## src/rtl/pdm_pkg.sv

```systemverilog
// Shared sizing defaults and LFSR constants for the second-order PDM modulator.
package pdm_pkg;
   localparam int PCM_W   = 12;
   localparam int OSR     = 64;
   localparam int ACC_W   = PCM_W + 4;
   localparam int FS      = 2 ** (PCM_W - 1);
   localparam int ACC_MAX = 2 ** (ACC_W - 1) - 1;
   localparam int ACC_MIN = -(2 ** (ACC_W - 1));

   // Galois right-shift polynomial x^16+x^14+x^13+x^11 (maximal length)
   localparam logic [15:0] LFSR_SEED = 16'hACE1;
   localparam logic [15:0] LFSR_TAPS = 16'hB400;
endpackage

```

## src/rtl/pdm_lfsr.sv

```systemverilog
// 16-bit maximal LFSR supplying the +/-1 LSB dither select; reloads its seed on reset.
module pdm_lfsr
   import pdm_pkg::*;
(
   input  logic clk,
   input  logic rst_n,
   input  logic en,
   output logic bit_out
);

   logic [15:0] state_reg;

   always_ff @(posedge clk or negedge rst_n) begin
      if (!rst_n) begin
         state_reg <= LFSR_SEED;
      end else if (en) begin
         state_reg <= {1'b0, state_reg[15:1]} ^ (state_reg[0] ? LFSR_TAPS : 16'h0000);
      end
   end

   assign bit_out = state_reg[0];

endmodule

```

## src/rtl/pdm_modulator.sv

```systemverilog
// Second-order sigma-delta PCM-to-PDM modulator with zero-order-hold input.
// Define PDM_DITHER_EN to add LFSR-driven +/-1 LSB dither to the held sample.
module pdm_modulator #(
   parameter int PCM_W = pdm_pkg::PCM_W,
   parameter int OSR   = pdm_pkg::OSR
) (
   input  logic                    clk,
   input  logic                    rst_n,
   input  logic signed [PCM_W-1:0] pcm_data,
   input  logic                    pcm_valid,
   output logic                    pcm_ready,
   output logic                    pdm_out,
   output logic                    underrun,
   input  logic                    underrun_clr
);

   localparam int PH_W  = $clog2(OSR);
   localparam int ACC_W = PCM_W + 4;

   typedef logic signed [ACC_W-1:0] acc_t;
   typedef logic signed [ACC_W+1:0] wide_t;

   localparam acc_t FS      = {{(ACC_W-PCM_W){1'b0}}, 1'b1, {(PCM_W-1){1'b0}}};
   localparam acc_t ACC_MAX = {1'b0, {(ACC_W-1){1'b1}}};
   localparam acc_t ACC_MIN = {1'b1, {(ACC_W-1){1'b0}}};

   function automatic wide_t widen(input acc_t v);
      return {{2{v[ACC_W-1]}}, v};
   endfunction

   function automatic acc_t sat(input wide_t v);
      if (v > widen(ACC_MAX))
         return ACC_MAX;
      else if (v < widen(ACC_MIN))
         return ACC_MIN;
      else
         return v[ACC_W-1:0];
   endfunction

   logic [PH_W-1:0]         phase_reg;
   logic signed [PCM_W-1:0] x_reg;
   acc_t                    i1_reg, i2_reg;
   logic                    pdm_reg, underrun_reg, primed_reg;

   acc_t x_ext, x_eff, fb, i1_next, i2_next;
   logic take;

   assign pcm_ready = (phase_reg == PH_W'(OSR - 1));
   assign take      = pcm_ready & pcm_valid;
   assign x_ext     = {{(ACC_W-PCM_W){x_reg[PCM_W-1]}}, x_reg};
   assign fb        = pdm_reg ? FS : -FS;

`ifdef PDM_DITHER_EN
   logic lfsr_bit;

   pdm_lfsr u_lfsr (
      .clk     (clk),
      .rst_n   (rst_n),
      .en      (1'b1),
      .bit_out (lfsr_bit)
   );

   assign x_eff = lfsr_bit ? (x_ext + acc_t'(1)) : (x_ext - acc_t'(1));
`else
   assign x_eff = x_ext;
`endif

   assign i1_next = sat(widen(i1_reg) + widen(x_eff) - widen(fb));
   assign i2_next = sat(widen(i2_reg) + widen(i1_reg) - widen(fb));

   always_ff @(posedge clk or negedge rst_n) begin
      if (!rst_n) begin
         phase_reg    <= '0;
         x_reg        <= '0;
         i1_reg       <= '0;
         i2_reg       <= '0;
         pdm_reg      <= 1'b0;
         underrun_reg <= 1'b0;
         primed_reg   <= 1'b0;
      end else begin
         phase_reg <= phase_reg + PH_W'(1);
         if (take) begin
            x_reg      <= pcm_data;
            primed_reg <= 1'b1;
         end
         // set has priority over a coincident clear
         if (pcm_ready && !pcm_valid)
            underrun_reg <= 1'b1;
         else if (underrun_clr)
            underrun_reg <= 1'b0;
         // loop stays idle at zero until the first sample arrives after reset
         if (primed_reg) begin
            i1_reg  <= i1_next;
            i2_reg  <= i2_next;
            pdm_reg <= ~i2_next[ACC_W-1];
         end
      end
   end

   assign pdm_out  = pdm_reg;
   assign underrun = underrun_reg;

endmodule

```

## config.mk

```make
export PLATFORM = sky130hd
export DESIGN_NAME = pdm_modulator
export DESIGN_NICKNAME = d
export VERILOG_FILES = /design/src/rtl/pdm_pkg.sv /design/src/rtl/pdm_lfsr.sv /design/src/rtl/pdm_modulator.sv
export SDC_FILE = /design/constraint.sdc
export NUM_CORES = 1
export LEC_CHECK = 0
export CORE_MARGIN = 3
export CORE_UTILIZATION = 52
export CTS_BUF_LIST = sky130_fd_sc_hd__clkbuf_8
export DETAILED_ROUTE_END_ITERATION = 7
export HOLD_SLACK_MARGIN = 0.1
export PLACE_DENSITY = 0.73
export SETUP_SLACK_MARGIN = 0.02
export SLEW_MARGIN = 10
export SYNTH_ARGS = -nofsm -noshare
export SYNTH_HDL_FRONTEND = slang
export SYNTH_SLANG_ARGS = --single-unit
```

## constraint.sdc

```tcl
create_clock -name clk -period 3.22 [get_ports clk]
set_clock_uncertainty 0.15 [all_clocks]
set_input_delay 0.483 -clock clk [delete_from_list [all_inputs] [get_ports clk]]
set_output_delay 0.483 -clock clk [all_outputs]
set_load 0.01 [all_outputs]
```

==> out/results.ini <==
[cells_and_area]
n_fill_cell=687
final_cell_area_sq_um=6000
drive_gt1_frac=0.261
stdcell_count=747
diodes=0
final_core_util=0.684
final_nets=720
flow.area_growth_from_synthesis_pct=27.0

[logic_synthesis]
ys_async_sr_fraction=1.00
yosysTopAreaCell=dfrtp_1
synth_most_common_cell=inv_1
synth_flop_cell=dfrtp_1
synthTopCellsByCount=92 x inv_1, 57 x ha_1, 53 x dfrtp_1, 48 x nor2_1, 46 x nand2_1
synthCells=560
synth_fp_nets=641
avgSynthCellArea_sq_um=8.43
ys_warn_count=0
ys_ff_latch=53
synthTopCellsByArea=dfrtp_1 28%, ha_1 15%, inv_1 7.3%
ys_types=66
synth_top_area_frac=0.281
synth_edf_count=0
synth_area_sq_um=4720
ys_seq_area_frac=0.281

[routing]
drt_wl_total_mm=11.6
drtIter0Drc=204
vias=4227
antenna_left=0
viasPerCell=5.66
drc=0
dr.pass1.iters=5
routedWlPerCell_um=15.5

[grt]
grt.overflow.total=0
antenna_found_initial=0
grt_pass1_wl_mm=18.5
grt_pass1_vias=4095
gr-usage-all-layers=0.221
grt_max_degree=37

[sta]
tightest_slew_ns=0.658
fin_crit_sh=1.01
hold_ws_ns=0.307
setup_tns_ns=-0.0538
max_freq_ghz=0.308
slew_headroom=0.560
finalHoldViolCount=0
post-route-min-period_ns=3.25
setup_violations=3
drv_slew=0
rsz0062_at_grt=yes
finalWorstSetupSlack_ns=-0.0296

[die]
die-height_um=101
num_rows=34
dieWidth_um=101
fp.dieArea_sq_um=10300
ios=19
coreArea_sq_um=8760
start_util=0.539

[pwr]
power_mw=1.15
p_per_area_nw_per_um2=191
ir_drop_mv=0.218
leakagePower_nw=2.88

[placed_design]
gp_congestion=0.871
hpwl_mm=8.49
dpl_cell_area_sq_um=5360
dpl.cell_count=722
dp_slack_ns=-0.139
io_buffer_count=18

[clock_network]
tritoncts=yes
clk_latency_ns=0.31
cts_buffers=5
cts_max_path_buffers=2
cts.clk_slew.worst_paths_ns=0.09
cts.sinks=53
htreeDepth=2
clk_root_buffer_cell=clkbuf_8

[worst_setup_path]
crit_cells=13
cp_max_fo=4
r2r-start=x_reg[11]
crit_buf_inv=3
reg2reg_depth=13
cpMostUsedCell=buf_4
slowest_delay_ns=0.52
cp.required_ns=3.27
crit_path_start_kind=flip-flop
reg2reg_to=i1_reg[9]
cp.arrival_ns=3.30
crit_family=compound AO/OA/AOI/OAI gates
crit_path_end_kind=flip-flop
regToRegSetupSlack_ns=-0.03
path_class=flip-flop to flip-flop
cp_cell_sequence=buf_6 -> fa_1 -> ha_4 -> nor3_2 -> a211oi_2 -> buf_4 -> nand4_1 -> o211a_1 -> nor2_4 -> buf_4 -> a21o_1 -> nand2_1 -> a31o_2
crit_slowest_cell=fa_1

[hold_path]
holdCritStartpoint=phase_reg[0]
min_to=phase_reg[0]
hp-class=flip-flop to flip-flop
holdPathStages=1

[status]
status=finished with violations
failed_checks=negative setup slack

[flow_run]
maxCapViolations=0

## cell type report
| cell class | count | area (sq um) | share of cell area |
|---|---|---|---|
| flip-flops and latches | 53 | 1330 | 0.222 |
| clock inverters | 2 | 35.0 | 0.00584 |
| repair buffers | 88 | 759 | 0.127 |
| clock buffers | 5 | 68.8 | 0.0115 |
| well taps | 108 | 135 | 0.0225 |
| multi-input cells | 399 | 3320 | 0.554 |
| inverters | 92 | 345 | 0.0576 |
## cells by family after synthesis
group | Yosys count | share of synthesized area
compound gates | 155 | 0.226
xor+xnor | 26 | 0.0498
fa+ha+maj | 65 | 0.185
buf+inv | 108 | 0.0901
flops | 53 | 0.281
mux | 14 | 0.0329
simple gates | 139 | 0.135
## worst register-to-register path: cells and delay by family, from the launching register on
family | cells | cell delay [ns]
AOI/OAI and AO/OA | 4 | 0.89
adders and majority gates | 2 | 0.82
buffers and inverters | 3 | 0.45
DFF | 1 | 0.45
and+or+nand+nor | 4 | 0.37
## cells in the final DEF (no fill, tap or decap), types with 4 or more instances in the layout
cell	netlist	routed
a21o_1	6	6
nand2b_1	5	5
o221a_2	4	4
nand2_1	46	43
o21ai_1	1	5
nand4_1	4	4
buf_4	1	60
a21oi_1	36	31
nor2b_1	4	4
buf_6	1	7
xor2_1	11	11
o21ai_0	36	28
nor3_1	6	4
ha_1	57	43
o22ai_1	9	8
a211oi_1	7	5
nand3_1	7	7
fa_1	8	6
o21ai_2	3	6
inv_2	0	8
xnor2_1	14	14
o211ai_1	6	6
ha_4	0	13
a21oi_2	2	5
a2bb2oi_1	9	8
o21a_1	5	5
inv_1	92	84
mux2_2	12	12
clkbuf_8	0	5
clkdlybuf4s50_1	0	17
nor2_1	48	44
dfrtp_1	53	51
## metal layers
| layer | up-vias | wire length [um] | GRT usage |
|---|---|---|---|
| li1 | 2083 | - | - |
| met5 | - | 0 | 0 |
| met2 | 82 | 5570 | 0.381 |
| met1 | 2044 | 5330 | 0.296 |
| met3 | 18 | 448 | 0.0310 |
| met4 | 0 | 214 | 0.0511 |
## how the worst max path moves through the flow
stage,from,endpoint
5_1_grt,pdm_out,i1_reg[0]
3_3_place_gp,pdm_out,i2_reg[13]
2_1_floorplan,pdm_out,i1_reg[0]
4_1_cts,pdm_out,i2_reg[1]
6_report,x_reg[11],i1_reg[9]
3_5_place_dp,pdm_out,i2_reg[1]
## where the power goes
part	switching (mW)	leakage (nW)	internal, mW
Sequential	0.0000000000000000263	0.704	0.665
Clock	0.223	0.0540	0.226
Combinational	0.0159	2.12	0.0176
Total	0.239	2.88	0.909
## what timing repair did
item / 4_1_cts / 5_1_grt
gates cloned: 0 / 2
endpoints found under the hold margin: 13 / 0
setup endpoints to repair: 28 / 30
gates resized for setup: 23 / 52
setup buffers: 3 / 13
hold buffers: 1 / 0
pin swaps: 12 / 23
Power figures use the tool's default switching activity.
